## config.mk

```make
export PLATFORM = sky130hd
export DESIGN_NAME = fetch_exec_sequencer
export DESIGN_NICKNAME = d
export VERILOG_FILES = /design/src/rtl/fetch_exec_sequencer.sv
export SDC_FILE = /design/constraint.sdc
export NUM_CORES = 1
export LEC_CHECK = 0
export ABC_AREA = 1
export CORE_AREA = 2 2 39 41
export CTS_CLUSTER_DIAMETER = 80
export CTS_CLUSTER_SIZE = 28
export DETAILED_ROUTE_END_ITERATION = 8
export DIE_AREA = 0 0 41 43
export PLACE_DENSITY = 0.7
export SLEW_MARGIN = 0
export SYNTH_ARGS = -nofsm -noshare
export SYNTH_HDL_FRONTEND = slang
export SYNTH_SLANG_ARGS = --single-unit
```

## constraint.sdc

```tcl
create_clock -name CLOCK -period 1.65 [get_ports CLOCK]
set_clock_uncertainty 0.05 [all_clocks]
set_input_delay 0.165 -clock CLOCK [delete_from_list [all_inputs] [get_ports CLOCK]]
set_output_delay 0.165 -clock CLOCK [all_outputs]
set_load 0.05 [all_outputs]
```

## src/rtl/fetch_exec_sequencer.sv

```systemverilog
// fetch_exec_sequencer
//   Eight-phase fetch/execute sequencer with halt/resume and global stall.
//   Decodes the instruction-register opcode and produces per-phase strobes
//   for the program counter, memory, instruction register and accumulator.
//
// Ports
//   CLOCK      in   system clock, rising edge
//   RESET      in   asynchronous active-low reset (forces INST_ADDR)
//   OPCODE     in   [2:0] opcode field of the instruction register
//   ZERO       in   accumulator-is-zero flag (used only in ALU_OP)
//   STALL      in   global stall: holds state, suppresses side-effect strobes
//   RUN        in   resume request while halted
//   PC_ENABLE  out  program counter enable
//   PC_LOAD    out  program counter load (with PC_ENABLE=1)
//   SEL        out  address mux select: 1=PC, 0=IR operand
//   MEM_RD     out  memory read strobe
//   MEM_WR     out  memory write strobe
//   LOAD_IR    out  instruction register load
//   LOAD_AC    out  accumulator load
//   HALT       out  high while halted
//   PHASE      out  [3:0] current state encoding
module fetch_exec_sequencer (
  input  logic       CLOCK,
  input  logic       RESET,
  input  logic [2:0] OPCODE,
  input  logic       ZERO,
  input  logic       STALL,
  input  logic       RUN,
  output logic       PC_ENABLE,
  output logic       PC_LOAD,
  output logic       SEL,
  output logic       MEM_RD,
  output logic       MEM_WR,
  output logic       LOAD_IR,
  output logic       LOAD_AC,
  output logic       HALT,
  output logic [3:0] PHASE
);

  typedef enum logic [3:0] {
    INST_ADDR  = 4'd0,
    INST_FETCH = 4'd1,
    INST_LOAD  = 4'd2,
    IDLE       = 4'd3,
    OP_ADDR    = 4'd4,
    OP_FETCH   = 4'd5,
    ALU_OP     = 4'd6,
    STORE      = 4'd7,
    HALTED     = 4'd8
  } state_t;

  typedef enum logic [2:0] {
    OP_HLT = 3'd0,
    OP_SKZ = 3'd1,
    OP_ADD = 3'd2,
    OP_AND = 3'd3,
    OP_XOR = 3'd4,
    OP_LDA = 3'd5,
    OP_STO = 3'd6,
    OP_JMP = 3'd7
  } opcode_t;

  state_t  state;
  state_t  state_nxt;
  opcode_t op;
  logic    aluop;

  // decoded strobes before stall gating
  logic pc_enable_d;
  logic pc_load_d;
  logic mem_wr_d;
  logic load_ir_d;
  logic load_ac_d;

  assign op    = opcode_t'(OPCODE);
  assign aluop = (op == OP_ADD) || (op == OP_AND) || (op == OP_XOR) || (op == OP_LDA);

  always_ff @(posedge CLOCK or negedge RESET) begin
    if (!RESET) state <= INST_ADDR;
    else        state <= state_nxt;
  end

  always_comb begin
    state_nxt = state;
    if (!STALL) begin
      unique case (state)
        INST_ADDR:  state_nxt = INST_FETCH;
        INST_FETCH: state_nxt = INST_LOAD;
        INST_LOAD:  state_nxt = IDLE;
        IDLE:       state_nxt = OP_ADDR;
        OP_ADDR:    state_nxt = (op == OP_HLT) ? HALTED : OP_FETCH;
        OP_FETCH:   state_nxt = ALU_OP;
        ALU_OP:     state_nxt = STORE;
        STORE:      state_nxt = INST_ADDR;
        HALTED:     state_nxt = RUN ? INST_ADDR : HALTED;
        default:    state_nxt = INST_ADDR;
      endcase
    end
  end

  always_comb begin
    pc_enable_d = 1'b0;
    pc_load_d   = 1'b0;
    mem_wr_d    = 1'b0;
    load_ir_d   = 1'b0;
    load_ac_d   = 1'b0;
    SEL         = 1'b0;
    MEM_RD      = 1'b0;
    HALT        = 1'b0;
    unique case (state)
      INST_ADDR: SEL = 1'b1;
      INST_FETCH: begin
        SEL    = 1'b1;
        MEM_RD = 1'b1;
      end
      INST_LOAD, IDLE: begin
        SEL       = 1'b1;
        MEM_RD    = 1'b1;
        load_ir_d = 1'b1;
      end
      // PC advances here even for HLT so a resume continues at the next word
      OP_ADDR: pc_enable_d = 1'b1;
      OP_FETCH: MEM_RD = aluop;
      ALU_OP: begin
        MEM_RD = aluop;
        if (op == OP_SKZ && ZERO) pc_enable_d = 1'b1;
        if (op == OP_JMP) begin
          pc_enable_d = 1'b1;
          pc_load_d   = 1'b1;
        end
      end
      STORE: begin
        MEM_RD    = aluop;
        load_ac_d = aluop;
        mem_wr_d  = (op == OP_STO);
        if (op == OP_JMP) begin
          pc_enable_d = 1'b1;
          pc_load_d   = 1'b1;
        end
      end
      HALTED: begin
        HALT = 1'b1;
        SEL  = 1'b1;
      end
      default: SEL = 1'b1;
    endcase
  end

  // a held phase must not repeat a side effect, so only state-changing
  // strobes are gated; SEL/MEM_RD/HALT stay as decoded
  assign PC_ENABLE = pc_enable_d & ~STALL;
  assign PC_LOAD   = pc_load_d   & ~STALL;
  assign MEM_WR    = mem_wr_d    & ~STALL;
  assign LOAD_IR   = load_ir_d   & ~STALL;
  assign LOAD_AC   = load_ac_d   & ~STALL;
  assign PHASE     = state;

endmodule

```

==> results.cfg, run 1 <==
[run_status]
outcome = complete, no violations

[clock_network]
root_buffer = clkbuf_4
h-tree-depth = 1
cts_buffers = 3
cts.sinks = 4
clkSlewWorstSetupHoldPaths_ns = 0.04
clock_latency_ns = 0.24
cts_hold_buf = 0
clock_path_buffers = 2
cts_tree = yes

[detailed_routing]
wl_per_cell_um = 10.79
dr.max_layer_used = met3
ant_nets = 0
wl_met3_um = 56
drc = 0
totalWireLength_mm = 1.154
wl_met1_um = 488
vias_per_cell = 4.579
num_vias = 490
wl_met2_um = 608
drt_iter0_drc = 5
dr.pass1.iters = 3

[finish]
stdcell_count = 107
stdcell_area_um2 = 798.3
antenna_cells = 0
layout.nets = 101
area_delta_synth_final_pct = 117.0
largest_reg_flops = 4
drive_above_1_share_pct = 39.56
postLayoutCoreUtil_pct = 57.69

[worst_setup_path]
slowest_stage = dfrtp_4
cp.required_ns = 1.43
worstPathCellList = nor2_4, nand4_1, nor3_4, buf_12
r2r_slack_ns = 0.46
critPathMaxFanout = 4
cp.arrival_ns = 1.42
crit_buf_inv = 1
cpLargestDelayFamily = simple AND/OR/NAND/NOR gates
critPathKind = flip-flop to output port
end_kind = output port
cp-start-kind = flip-flop
max_stage_delay_ns = 0.51

[synth]
synth_area_leader_cell = dfrtp_1
synth-seq-cells = 4
ys_seq_area_share_pct = 27.21
yosysWarnings = 0
synth_top_area_share_pct = 27.21
yosys-top-cells-count = 21 x nand2_1, 9 x inv_1, 7 x nand3_1, 7 x nor2_1, 4 x dfrtp_1
synth_cell_type_count = 15
syn_nets = 71
syn_inst = 63
ys.flop_type = dfrtp_1
synth_area_leaders = dfrtp_1 27%, nand2_1 21%, nand3_1 9.5%
synth_edf_count = 0
synthArstFlopShare_pct = 100.0
syn_area_per_cell_um2 = 5.839
syn_area_um2 = 367.9
synth.most_common_cell = nand2_1

[power_and_ir_drop]
p_leak_nw = 0.3901
power.switching_mw = 0.6785
vdd_ir_drop_max_mv = 1.119
switching_share_pct = 52.54
pwr-share-clk_pct = 9.4
sequentialPowerShare_pct = 16.9
p_comb_share_pct = 73.7
power_density_nw_per_um2 = 1618
p_int_mw = 0.6128

[sta]
timing.final.ws_setup_ns = 0.01240
hold_viol = 0
fin_crit_sh_pct = 99.25
fin_setup_tns_ns = 0
clock.fmax_ghz = 0.6107
rsz0062_at_grt = yes
period_minus_slack_ns = 1.638
setup_viol = 0
drv_slew = 0
tightestPinTransition_ns = 0.2664
max_slew_margin_pct = 82.10

[floorplan]
fp.dieH_um = 43
rows = 14
core_area_um2 = 1384
die-area_um2 = 1763
ioPinCount = 20
die_w_um = 41
start_util_pct = 26.58

[placement]
port_buffers = 19
place_congestion = 0.7977
dp_slack_ns = 0.1073
place_hpwl_um = 922.9
placed_area_um2 = 747.0
dp_cells = 102

[global_routing]
grt_pass1_wl_mm = 1.849
grt-ovfl-total = 0
first_global_vias = 452
grt_usage_pct = 15.94
antenna_found_initial = 0
grt_max_degree = 9

[worst_hold_path]
hold_path.class = primary input to async pin

[job]
maxCapViolations = 0
==> cell families after synthesis <==
| group | Yosys count | synth area share, % |
|---|---|---|
| buf+inv | 11 | 11.22 |
| simple gates | 43 | 54.08 |
| flops | 4 | 27.21 |
| compound gates | 5 | 7.484 |
==> per-stage QoR <==
step                total power [mW]  hold slack, ns
CTS                            1.271         0.07396
global placement               1.120          0.3273
global route                   1.379         0.07373
detailed placement             1.133          0.3357
finish                         1.291         0.08009
floorplan                     0.7759         -0.1806
==> path summary, 6_finish.rpt <==
path | startpoint | endpoint | depth (start not counted)
hold reg to reg | PHASE[0] | PHASE[0] | 2
hold / removal | RESET | PHASE[2] | 1
min in group CLOCK | RUN | PHASE[3] | 4
setup / recovery | PHASE[3] | MEM_WR | 4
setup reg to reg | PHASE[1] | PHASE[2] | 6
max in group asynchronous | RESET | PHASE[3] | 1
==> repair_timing <==
item,CTS,global route
gates resized for setup,0,3
setup buffers,2,0
endpoints found under the hold margin,0,0
setup endpoints to repair,4,6
pin swaps,2,2
==> power groups by stage <==
stage / clock (mW) / sequential, mW / combinational [mW]
2_1_floorplan: 0 / 0.358 / 0.418
3_3_place_gp: 0 / 0.211 / 0.909
3_5_place_dp: 0 / 0.215 / 0.918
6_report: 0.121 / 0.219 / 0.951
5_1_grt: 0.141 / 0.222 / 1.02
4_1_cts: 0.130 / 0.213 / 0.928
==> cell usage in the layout, fill, tap and decap left out, drive strengths merged <==
master and count:
clkbuf 3, buf 18, nor4 2, o21ai 4
inv 11, clkdlybuf4s50 7, nor3 1, dfrtp 4
a21boi 1, nand2 22, nand3 7, nand4 2
nor2 9
==> layout make-up <==
cell class / count / area, µm²
Clock buffer: 3 / 22.52
Fill cell: 133 / 585.6
Inverter: 11 / 43.79
Multi-Input combinational cell: 48 / 292.8
Sequential cell: 4 / 110.1
Tap cell: 16 / 20.02
Timing Repair Buffer: 25 / 309.0
==> layer usage <==
layer	vias to the layer above	track usage (%)
met2	15	22.81
met1	216	19.93
met3	0	3.141
li1	259	-
met5	-	0
met4	0	12.00
No activity file was read; power rests on OpenSTA's default activity.
==> run 2: changes to the inputs <==
--- a/config.mk
+++ b/config.mk
@@ -12,7 +12,8 @@
 export DETAILED_ROUTE_END_ITERATION = 8
 export DIE_AREA = 0 0 41 43
 export PLACE_DENSITY = 0.7
-export SLEW_MARGIN = 0
+export REMOVE_ABC_BUFFERS = 1
+export SLEW_MARGIN = 10
 export SYNTH_ARGS = -nofsm -noshare
 export SYNTH_HDL_FRONTEND = slang
 export SYNTH_SLANG_ARGS = --single-unit
==> results.cfg, run 2 (synthesis results as in run 1) <==
[run_status]
outcome = complete, no violations

[placement]
dp_cells = 101
port_buffers = 19
place_hpwl_um = 823.5
place_congestion = 0.8370

[power_and_ir_drop]
vdd_ir_drop_max_mv = 0.8603
p_leak_nw = 0.4298
p_comb_share_pct = 74.9
p_int_mw = 0.6642
power.switching_mw = 0.7214
pwr-share-clk_pct = 8.9
sequentialPowerShare_pct = 16.2
power_density_nw_per_um2 = 1636
switching_share_pct = 52.07

[floorplan]
rows = 14
fp.dieH_um = 43
start_util_pct = 26.58
die_w_um = 41
core_area_um2 = 1384
ioPinCount = 20
die-area_um2 = 1763

[finish]
antenna_cells = 0
postLayoutCoreUtil_pct = 61.21
largest_reg_flops = 4
layout.nets = 108
area_delta_synth_final_pct = 130.3
stdcell_count = 114
final_common_cell = nand2_1
drive_above_1_share_pct = 47.96
mostFrequentLayoutCells = 19 x nand2_1, 16 x buf_4, 8 x inv_1, 8 x buf_12, 6 x clkdlybuf4s50_1

[sta]
fin_crit_sh_pct = 98.63
max_slew_margin_pct = 77.24
rsz0062_at_grt = yes
tightestPinTransition_ns = 0.3409
hold_viol = 0
period_minus_slack_ns = 1.627
setup_viol = 0
drv_slew = 0
clock.fmax_ghz = 0.6145

[detailed_routing]
vias_per_cell = 4.991
dr.max_layer_used = met4
wl_met2_um = 690
totalWireLength_mm = 1.379
drt_iter0_drc = 24
num_vias = 569
ant_nets = 0
wl_per_cell_um = 12.10
wl_met1_um = 558
wl_met3_um = 97
drc = 0
dr.pass1.iters = 4

[global_routing]
grt-ovfl-total = 0
antenna_found_initial = 0
grt_max_degree = 9
first_global_vias = 452
grt_pass1_wl_mm = 1.835
grt_usage_pct = 15.11

[clock_network]
h-tree-depth = 1
clkSlewWorstSetupHoldPaths_ns = 0.04
cts.sinks = 4
cts_buffers = 3
cts_hold_buf = 0
cts_tree = yes
clock_path_buffers = 2
clock_latency_ns = 0.24
root_buffer = clkbuf_4

[worst_hold_path]
hold_path.class = primary input to async pin

[worst_setup_path]
end_kind = output port
cp-start-kind = flip-flop
cp.required_ns = 1.43
critPathMaxFanout = 5
critPathKind = flip-flop to output port
cp.arrival_ns = 1.41

[job]
maxCapViolations = 0
run 2: final timing paths:
kind                          start        to  slack, ns  depth (start not counted)
max                        PHASE[2]    MEM_WR       0.02                          5
min in group CLOCK            STALL  PHASE[2]       0.28                          3
min                           RESET  PHASE[3]       0.09                          1
max reg2reg                PHASE[2]  PHASE[3]       0.42                          7
max in group asynchronous     RESET  PHASE[1]       1.27                          1
min reg2reg                PHASE[0]  PHASE[0]       0.55                          2
run 2: cell type report:
type / count / area (µm²)
clock buffer: 3 / 22.52
fill: 114 / 536.8
inverter: 11 / 43.79
multi-input combinational: 48 / 277.8
sequential: 4 / 105.1
tap: 16 / 20.02
timing repair buffer: 32 / 377.9
run 2: timing repair:
| item | 4_1_cts | 5_1_grt |
|---|---|---|
| setup endpoints to repair | 5 | 6 |
| hold endpoints to repair | 0 | 0 |
| buffers inserted | 0 | 10 |
| gates resized for setup | 2 | 18 |
| pin swaps | 0 | 6 |
run 2: power groups by stage:
stage	clock network (mW)	logic [mW]	registers, mW
4_1_cts	0.131	0.823	0.215
2_1_floorplan	0	0.364	0.325
3_5_place_dp	0	0.815	0.219
6_report	0.123	1.04	0.225
5_1_grt	0.147	1.09	0.230
3_3_place_gp	0	0.809	0.216
run 2: metal layers:
layer	GRT usage (%)	vias up
met2	21.88	29
li1	-	275
met5	0	-
met1	20.13	259
met3	7.853	6
met4	2.000	0
run 2: critical path: stages (launching register included):
cell       delay (ns)
dfrtp_2          0.42
inv_4            0.06
nor2_4           0.10
nand4_1          0.15
nor3_2           0.25
clkbuf_16        0.20
run 2: per-stage QoR:
stage | TNS, ns | setup WS (ns) | area [µm²] | hold WS [ns] | power [mW]
detailed placement | 0 | 0.06899 | 683.2 | 0.3376 | 1.034
global placement | 0 | 0.05037 | 683.2 | 0.3248 | 1.025
floorplan | -3.623 | -1.170 | 367.9 | -0.1806 | 0.6892
finish | 0 | 0.02263 | 847.1 | 0.08505 | 1.386
global route | -0.1161 | -0.05556 | 847.1 | 0.07942 | 1.469
CTS | -0.1286 | -0.04987 | 713.2 | 0.07945 | 1.169
